===== config.mk =====
export PLATFORM = sky130hd
export DESIGN_NAME = alu_op_sequencer_flat
export DESIGN_NICKNAME = d
export VERILOG_FILES = /design/src/rtl/alu_op_sequencer_if.sv /design/src/rtl/alu_op_sequencer.sv /design/src/flat_wrapper.sv
export SDC_FILE = /design/constraint.sdc
export NUM_CORES = 1
export LEC_CHECK = 0
export BUFFER_PORTS_ARGS = -buffer_cell sky130_fd_sc_hd__buf_2
export CAP_MARGIN = 20
export CORE_MARGIN = 5
export CORE_UTILIZATION = 40
export DETAILED_ROUTE_END_ITERATION = 8
export PLACE_DENSITY = 0.77
export SLEW_MARGIN = 20
export SYNTH_ARGS = -nofsm -noshare
export SYNTH_HDL_FRONTEND = slang
export SYNTH_SLANG_ARGS = --single-unit

===== constraint.sdc =====
create_clock -name clock -period 1.8 [get_ports clock]
set_input_delay 0.27 -clock clock [delete_from_list [all_inputs] [get_ports clock]]
set_output_delay 0.27 -clock clock [all_outputs]
set_load 0.01 [all_outputs]

===== src/rtl/alu_op_sequencer_if.sv =====
// Request, ALU-drive and response signals between the control unit, the ALU
// and the operation sequencer. The slave modport is the sequencer's view.
interface alu_op_sequencer_if;
  logic        req_valid;
  logic        req_ready;
  logic [4:0]  req_op;
  logic [31:0] req_a;
  logic [31:0] req_b;
  logic [31:0] y_out;
  logic [31:0] bus_out;
  logic [4:0]  alu_control;
  logic        alu_in;
  logic [63:0] z_in;
  logic        rsp_valid;
  logic        rsp_ready;
  logic [31:0] rsp_hi;
  logic [31:0] rsp_lo;
  logic        rsp_err;

  modport slave (
    input  req_valid, req_op, req_a, req_b, z_in, rsp_ready,
    output req_ready, y_out, bus_out, alu_control, alu_in,
           rsp_valid, rsp_hi, rsp_lo, rsp_err
  );

  modport master (
    output req_valid, req_op, req_a, req_b, z_in, rsp_ready,
    input  req_ready, y_out, bus_out, alu_control, alu_in,
           rsp_valid, rsp_hi, rsp_lo, rsp_err
  );
endinterface


===== src/rtl/alu_op_sequencer.sv =====
// Multi-cycle ALU sequencer: issues one op, waits a per-class settle time, returns Z.
// Optional macro ALU_SEQ_DIV0_TRAP_EN rejects divide-by-zero without touching the ALU.
module alu_op_sequencer #(
  parameter int MUL_CYCLES    = 4,
  parameter int DIV_CYCLES    = 8,
  parameter int SIMPLE_CYCLES = 1
) (
  input logic                clock,
  input logic                clear,
  alu_op_sequencer_if.slave  seq
);

  localparam logic [4:0] OP_MUL = 5'b01111;
  localparam logic [4:0] OP_DIV = 5'b10000;

  typedef enum logic [2:0] {IDLE, LOAD, EXEC, WAIT, CAPTURE, RESP} stateT;

  stateT       state;
  stateT       nextState;
  logic [7:0]  waitCount;
  logic [7:0]  settleCycles;
  logic [31:0] yReg;
  logic [31:0] busReg;
  logic [4:0]  aluCtlReg;
  logic [31:0] rspHiReg;
  logic [31:0] rspLoReg;
  logic        rspErrReg;
  logic        isLegal;
  logic        divTrap;
  logic        rejectReq;

  always_comb begin
    isLegal = 1'b0;
    case (seq.req_op)
      5'b00011, 5'b00100, 5'b00101, 5'b00110,
      5'b00111, 5'b01000, 5'b01001, 5'b01010, 5'b01011,
      5'b01111, 5'b10000, 5'b10001, 5'b10010: isLegal = 1'b1;
      default:                                isLegal = 1'b0;
    endcase
  end

`ifdef ALU_SEQ_DIV0_TRAP_EN
  assign divTrap = (seq.req_op == OP_DIV) && (seq.req_b == 32'd0);
`else
  assign divTrap = 1'b0;
`endif

  assign rejectReq = !isLegal || divTrap;

  // The latched opcode selects the settle class, so the request bus is free after accept.
  always_comb begin
    if (aluCtlReg == OP_MUL)
      settleCycles = 8'(MUL_CYCLES);
    else if (aluCtlReg == OP_DIV)
      settleCycles = 8'(DIV_CYCLES);
    else
      settleCycles = 8'(SIMPLE_CYCLES);
  end

  always_ff @(posedge clock) begin
    if (clear)
      state <= IDLE;
    else
      state <= nextState;
  end

  always_comb begin
    nextState = state;
    case (state)
      IDLE:    if (seq.req_valid) nextState = rejectReq ? RESP : LOAD;
      LOAD:    nextState = EXEC;
      EXEC:    nextState = WAIT;
      WAIT:    if (waitCount <= 8'd1) nextState = CAPTURE;
      CAPTURE: nextState = RESP;
      RESP:    if (seq.rsp_ready) nextState = IDLE;
      default: nextState = IDLE;
    endcase
  end

  // Operands are captured on the accept edge so they are already stable during LOAD.
  always_ff @(posedge clock) begin
    if (clear) begin
      yReg      <= '0;
      busReg    <= '0;
      aluCtlReg <= '0;
      rspHiReg  <= '0;
      rspLoReg  <= '0;
      rspErrReg <= 1'b0;
      waitCount <= '0;
    end else begin
      case (state)
        IDLE: begin
          if (seq.req_valid) begin
            if (rejectReq) begin
              rspHiReg  <= '0;
              rspLoReg  <= '0;
              rspErrReg <= 1'b1;
            end else begin
              yReg      <= seq.req_a;
              busReg    <= seq.req_b;
              aluCtlReg <= seq.req_op;
            end
          end
        end
        LOAD:    waitCount <= settleCycles;
        WAIT:    waitCount <= waitCount - 8'd1;
        CAPTURE: begin
          rspHiReg  <= seq.z_in[63:32];
          rspLoReg  <= seq.z_in[31:0];
          rspErrReg <= 1'b0;
        end
        default: ;
      endcase
    end
  end

  always_comb begin
    seq.req_ready   = (state == IDLE);
    seq.alu_in      = (state == EXEC);
    seq.rsp_valid   = (state == RESP);
    seq.y_out       = yReg;
    seq.bus_out     = busReg;
    seq.alu_control = aluCtlReg;
    seq.rsp_hi      = rspHiReg;
    seq.rsp_lo      = rspLoReg;
    seq.rsp_err     = rspErrReg;
  end

endmodule


===== src/flat_wrapper.sv =====
// flat-port wrapper written by rule: the top's interface ports become plain ports
module alu_op_sequencer_flat 
#(
  parameter int MUL_CYCLES    = 4,
  parameter int DIV_CYCLES    = 8,
  parameter int SIMPLE_CYCLES = 1
)
  (clock, clear, seq_req_valid, seq_req_op, seq_req_a, seq_req_b, seq_z_in, seq_rsp_ready, seq_req_ready, seq_y_out, seq_bus_out, seq_alu_control, seq_alu_in, seq_rsp_valid, seq_rsp_hi, seq_rsp_lo, seq_rsp_err);
  alu_op_sequencer_if seq_i ();
  input logic clock;
  input logic clear;
  input wire logic [$bits(seq_i.req_valid)-1:0] seq_req_valid;
  input wire logic [$bits(seq_i.req_op)-1:0] seq_req_op;
  input wire logic [$bits(seq_i.req_a)-1:0] seq_req_a;
  input wire logic [$bits(seq_i.req_b)-1:0] seq_req_b;
  input wire logic [$bits(seq_i.z_in)-1:0] seq_z_in;
  input wire logic [$bits(seq_i.rsp_ready)-1:0] seq_rsp_ready;
  output wire logic [$bits(seq_i.req_ready)-1:0] seq_req_ready;
  output wire logic [$bits(seq_i.y_out)-1:0] seq_y_out;
  output wire logic [$bits(seq_i.bus_out)-1:0] seq_bus_out;
  output wire logic [$bits(seq_i.alu_control)-1:0] seq_alu_control;
  output wire logic [$bits(seq_i.alu_in)-1:0] seq_alu_in;
  output wire logic [$bits(seq_i.rsp_valid)-1:0] seq_rsp_valid;
  output wire logic [$bits(seq_i.rsp_hi)-1:0] seq_rsp_hi;
  output wire logic [$bits(seq_i.rsp_lo)-1:0] seq_rsp_lo;
  output wire logic [$bits(seq_i.rsp_err)-1:0] seq_rsp_err;
  assign seq_i.req_valid = seq_req_valid;
  assign seq_i.req_op = seq_req_op;
  assign seq_i.req_a = seq_req_a;
  assign seq_i.req_b = seq_req_b;
  assign seq_i.z_in = seq_z_in;
  assign seq_i.rsp_ready = seq_rsp_ready;
  assign seq_req_ready = seq_i.req_ready;
  assign seq_y_out = seq_i.y_out;
  assign seq_bus_out = seq_i.bus_out;
  assign seq_alu_control = seq_i.alu_control;
  assign seq_alu_in = seq_i.alu_in;
  assign seq_rsp_valid = seq_i.rsp_valid;
  assign seq_rsp_hi = seq_i.rsp_hi;
  assign seq_rsp_lo = seq_i.rsp_lo;
  assign seq_rsp_err = seq_i.rsp_err;
  alu_op_sequencer #(.MUL_CYCLES(MUL_CYCLES), .DIV_CYCLES(DIV_CYCLES), .SIMPLE_CYCLES(SIMPLE_CYCLES)) u_core (.clock(clock), .clear(clear), .seq(seq_i));
endmodule

# Word level (Yosys, flattened, before mapping)
# Memories as Yosys holds them, arrays and structs flattened.
# Index checks and enable logic that the tools add are counted.
[totals]
mem_bits_ro = 32
register_bits = 145
latchBits = 0
output_inout_bits = 137
ramBits = 0
memories = 1
[classes]
add_sub_neg = 1
bitwise = 0
n_shift = 0
mux = 15
n_reduce_logical = 6
n_mul = 0
n_div = 0
n_lt_le_gt_ge = 1
n_eq_ne = 11
[memory_table]
columns = ["name", "depth", "width", "rd", "rd_ports_with_merged_regs", "wr", "line_no", "source"]
rows = [
  ["(name not given)", 32, 1, 1, 0, 0, "alu_op_sequencer.sv:34", "case (seq.req_op)"],
]
[op_table]
columns = ["cell", "count"]
rows = [
  ["case mux 32 bit (2 select lines)", 2],
  ["two-way mux 32 bit", 2],
  ["case mux 3 bit (6 select lines)", 1],
  ["case mux 8 bit (2 select lines)", 1],
  ["two-way mux 3 bit", 4],
  ["AND reduction 3 bit", 3],
  ["less-or-equal comparator 8 x 1 -> 1 bit (second input constant)", 1],
  ["two-way mux 4 bit", 2],
  ["subtractor 8 x 1 -> 8 bit (second input constant)", 1],
  ["== test 3 x 2 -> 1 bit (second input constant)", 2],
  ["== test 3 bit (second input constant)", 2],
  ["inequality test 2 bit (second input constant)", 3],
  ["== test 5 x 4 -> 1 bit (second input constant)", 1],
  ["== test 5 bit (second input constant)", 1],
  ["nonzero test 2 bit", 2],
  ["== test 3 x 1 -> 1 bit (second input constant)", 1],
  ["logical NOT 3 bit", 1],
  ["two-way mux 1 bit", 2],
  ["inequality test 2 x 1 -> 1 bit (second input constant)", 1],
  ["case mux 1 bit (2 select lines)", 1],
]

# Depth between registers and ports, before layout
[logic_depth]
word_depth = 4
depth_mapped = 8
mapped_depth_nobuf = 7

# Least setup slack after synthesis
# OpenSTA, ideal clock, no wires.
[synth_timing]
path_type = "register -> register"
startpoint = "register u_core.state[2]"
endpoint = "register u_core.busReg[23] (netlist: u_core.seq.bus_out[23])"
slack_ps = 13
arrival_ps = 1659
path_buffers = 3
path_stages_with_launch = 9
synth_period_minus_slack_ps = 1787
cell_sequence = "dfxtp_1 > or4b_1 > nor2_1 > a21oi_1 > buf_6 > buf_6 > buf_6 > mux2i_1 > nor2_1"
[synth_via]
elab_chain_cells = 2
[synth_rtl]
columns = ["item", "line_no", "source"]
rows = [
  ["from (decl)", "alu_op_sequencer.sv:18", "stateT state;"],
  ["from (signal assigned)", "alu_op_sequencer.sv:64", "state <= nextState;"],
  ["logical NOT 3 bit", "alu_op_sequencer.sv:91", "case (state)"],
  ["AND reduction 3 bit (no source line)", "--", ""],
  ["to (signal assigned)", "alu_op_sequencer.sv:100", "busReg <= seq.req_b;"],
  ["to (decl)", "alu_op_sequencer.sv:23", "logic [31:0] busReg;"],
]
# No other way between the ends.
# A chain may end at the register's enable or synchronous reset.

# Worst setup path after layout
[layout_timing]
startpoint = "register u_core.state[2]"
endpoint = "register u_core.yReg[22] (netlist: u_core.seq.y_out[22])"
[layout_via]
elab_chain_cells = 2
[layout_rtl]
columns = ["item", "line_no", "source"]
rows = [
  ["logical NOT 3 bit", "alu_op_sequencer.sv:91", ""],
  ["AND reduction 3 bit (no source line)", "--", ""],
  ["to (signal assigned)", "alu_op_sequencer.sv:99", "yReg <= seq.req_a;"],
  ["to (decl)", "alu_op_sequencer.sv:22", "logic [31:0] yReg;"],
]
# No other way between the ends.

==> flow_metrics.py <==
metrics = {
    "global_route": {
        "overflow": 0,
        "grtUsageMet2_pct": 29.8,
        "grtUsageMet3_pct": 6.18,
        "grt_usage_pct": 17.5,
        "grt_pass1_wl_um": 21000,
        "grt_pass1_vias": 4220,
        "grt_max_degree": 65,
        "gr-usage-met1_pct": 20.4,
        "top_usage_layer": "met2",
        "antenna_found_initial": 0,
    },
    "floorplan": {
        "die-area_um2": 15200,
        "die_h_um": 123,
        "core-area_um2": 12600,
        "fp.dieW_um": 123,
        "ios": 274,
        "num_rows": 41,
        "initial_core_util_pct": 40.6,
    },
    "clock_network": {
        "ctsHtreeMaxLevel": 4,
        "cts_buffers": 17,
        "cts.sinks": 145,
        "clk_pin_slew_worst_paths_ns": 0.06,
        "clkLatencyLatePin_ns": 0.42,
        "cts_buffer_depth": 2,
        "cts_root_buf": "clkbuf_16",
        "cts_tree": "built",
    },
    "logic_synthesis": {
        "seq_area_frac_synth_pct": 56.6,
        "syn_area_um2": 5130,
        "syn_nets": 611,
        "postSynthAreaPerCell_um2": 10.9,
        "synth-edff-count": 0,
        "synth_cell_types": 47,
        "async_flop_share_pct": 0,
        "ys_seq_elements": 145,
        "syn_inst": 472,
        "synthFlopType": "dfxtp_1",
        "yosysWarnings": 0,
    },
    "sta": {
        "post-route-min-period_ns": 1.77,
        "whs_ns": 0.0654,
        "max_slew_margin_pct": 60.3,
        "fmax_mhz": 566,
        "setup_violations": 0,
        "setup-tns-final_ns": 0,
        "finalHoldViolations": 0,
        "final.period_utilization_pct": 98.2,
        "rsz0062_at_grt": "yes",
        "slew_violations": 0,
        "skew_ns": 0.0159,
        "worstMarginPinSlew_ns": 0.590,
    },
    "critical_path": {
        "cpPeakStageDelay_ns": 0.56,
        "critical_path.max_fanout": 38,
        "cp.arrival_ns": 2.04,
        "reg2reg_slack_ns": 0.03,
        "worstSetupEndpointType": "flop",
        "reg2reg_depth": 6,
        "cp_slowest_cell": "or4b_4",
        "r2r_start": "u_core.state[2]$_SDFFE_PP0P_",
        "startpoint_type": "flop",
        "crit_type": "flop to flop",
        "critical_path.cell_chain": "or4b_4 -> a211oi_4 -> a21oi_4 -> buf_12 -> mux2i_1 -> nor2_1",
        "worstPathRequired_ns": 2.08,
        "rr_endpoint": "u_core.seq.y_out[22]$_SDFFE_PP0P_",
    },
    "route": {
        "drtIter0Drc": 225,
        "firstDrtPassIters": 5,
        "vias_per_cell": 4.80,
        "finalWirelength_um": 14100,
        "wl_per_cell_um": 15.1,
        "route.detailed.drc": 0,
        "num_vias": 4495,
        "antenna_left": 0,
    },
    "placed_design": {
        "gp_congestion": 0.825,
        "place_inst": 905,
        "post-dp-hpwl_um": 10300,
        "numPortBuffers": 273,
    },
    "layout": {
        "fillers": 1103,
        "multi_input_area_um2": 2150,
        "fin_cells": 937,
        "drive_gt1_share_pct": 45.5,
        "final_nets": 892,
        "fin_util_pct": 59.3,
        "final-seq-area_um2": 2910,
        "antenna_cells": 0,
        "area.growth.synth_to_final_pct": 45.9,
    },
    "min_path": {
        "hp-class": "input pin to flop",
        "min_to": "u_core.seq.rsp_hi[12]$_SDFFE_PP0P_",
        "hp-start": "seq_z_in[44]",
        "hold_depth": 2,
    },
    "flow_run": {
        "drv_cap": 0,
    },
    "power": {
        "p_total_uw": 9700,
        "power_density_nw_per_um2": 1300,
        "p_leak_uw": 0.00406,
        "peakVddDrop_mv": 0.730,
    },
    "outcome": {
        "status": "finished, final reports clean",
    },
}
==> timing repair <==
| item | CTS | global route |
|---|---|---|
| setup endpoints to repair | 10 | 22 |
| hold buffers | 0 | 0 |
| endpoints found under the hold margin | 0 | 0 |
| pin swaps | 0 | 1 |
| gates resized for setup | 3 | 16 |
| setup buffers | 0 | 1 |
==> cells by family (layout without fill, tap and decap cells) <==
| logic type | count (synthesis) | after routing | share of synthesized area (%) |
|---|---|---|---|
| flip-flops | 145 | 145 | 56.6 |
| multiplexers | 71 | 71 | 13.9 |
| XOR/XNOR | 1 | 1 | 0.171 |
| adder cells (fa/ha/maj) | 2 | 2 | 0.488 |
| buffers and inverters | 39 | 332 | 3.46 |
| AND/OR/NAND/NOR | 116 | 116 | 9.88 |
| AO/OA/AOI/OAI | 98 | 98 | 15.5 |
==> where the power goes <==
part	switching [uW]	leakage [uW]	internal, uW
clock network	1390	0.000295	2240
logic	1180	0.00258	1080
registers	202	0.00118	3610
==> stage by stage <==
stage / worst slack (ns) / cell area (um2)
4_1_cts: 0.000481 / 7410
6_report: 0.0328 / 7480
5_1_grt: -0.0255 / 7480
3_3_place_gp: 0.0314 / 6790
3_5_place_dp: -0.000786 / 6790
2_1_floorplan: 0.0134 / 5130
==> worst max-delay path: cells and delay by family, from the launching register on <==
family                 cells  cell delay, ns
muxes                      1            0.19
AOI/OAI and AO/OA          2            0.28
buffers and inverters      1            0.20
DFF                        1            0.31
and+or+nand+nor            2            0.61
==> cell usage after synthesis, types with 2 or more instances <==
library cell    n  area share [%]
dfxtp_1       145              57
nor2_1         85             6.2
mux2i_1        69              13
a22o_1         64              11
clkbuf_1       23             1.7
a21oi_1        11             1.1
buf_2           7            0.68
nand2_1         6            0.44
nor3_1          5            0.49
inv_1           4            0.29
a22oi_1         3            0.44
buf_6           3            0.66
nand3_1         3            0.29
o21ai_1         3            0.29
or4_1           3            0.44
a211oi_1        2            0.29
a221oi_1        2            0.34
ha_1            2            0.49
nand2b_1        2            0.24
nand4_1         2            0.24
o21ai_0         2            0.20
==> layout make-up <==
type	count	area share [%]
sequential	145	38.8
timing repair buffer	296	21.1
clock buffer	18	5.87
tap	172	2.88
multi-input combinational	288	28.8
clock inverter	13	2.29
inverter	5	0.251
==> flip-flops by register name, indices dropped and copies added (netlist names) <==
name / flops
u_core.seq.y_out: 32
u_core.seq.rsp_err: 1
u_core.seq.rsp_hi: 32
u_core.state: 3
u_core.waitCount: 8
u_core.seq.rsp_lo: 32
u_core.seq.bus_out: 32
u_core.seq.alu_control: 5
==> how the worst max path moves through the flow <==
stage | startpoint | slack, ns | end | depth (start not counted)
floorplan | u_core.state[2]$_SDFFE_PP0P_ | 0.01 | u_core.seq.bus_out[23]$_SDFFE_PP0P_ | 8
global placement | u_core.state[2]$_SDFFE_PP0P_ | 0.03 | u_core.seq.y_out[8]$_SDFFE_PP0P_ | 6
detailed placement | u_core.state[2]$_SDFFE_PP0P_ | -0.0008 | u_core.seq.y_out[25]$_SDFFE_PP0P_ | 6
CTS | u_core.waitCount[0]$_SDFFE_PP0P_ | 0.0005 | u_core.waitCount[6]$_SDFFE_PP0P_ | 7
global route | u_core.state[2]$_SDFFE_PP0P_ | -0.03 | u_core.seq.y_out[16]$_SDFFE_PP0P_ | 6
finish | u_core.state[2]$_SDFFE_PP0P_ | 0.03 | u_core.seq.y_out[22]$_SDFFE_PP0P_ | 6
==> cells in the final DEF, fill, tap and decap left out, drive strengths merged, types with 3 or more instances in the layout <==
| master | n |
|---|---|
| a211oi | 3 |
| a21oi | 11 |
| a22o | 64 |
| a22oi | 3 |
| buf | 296 |
| bufinv | 3 |
| clkbuf | 18 |
| dfxtp | 145 |
| inv | 11 |
| mux2i | 69 |
| nand2 | 6 |
| nand3 | 3 |
| nor2 | 85 |
| nor3 | 6 |
| o21ai | 5 |
| or4 | 3 |
==> routing by layer <==
metal,share of wire (%),vias up
met5,0,-
met4,1.5,0
met3,6.7,17
met2,51,147
met1,41,2080
li1,-,2251
(Power assumes the default switching activity.)
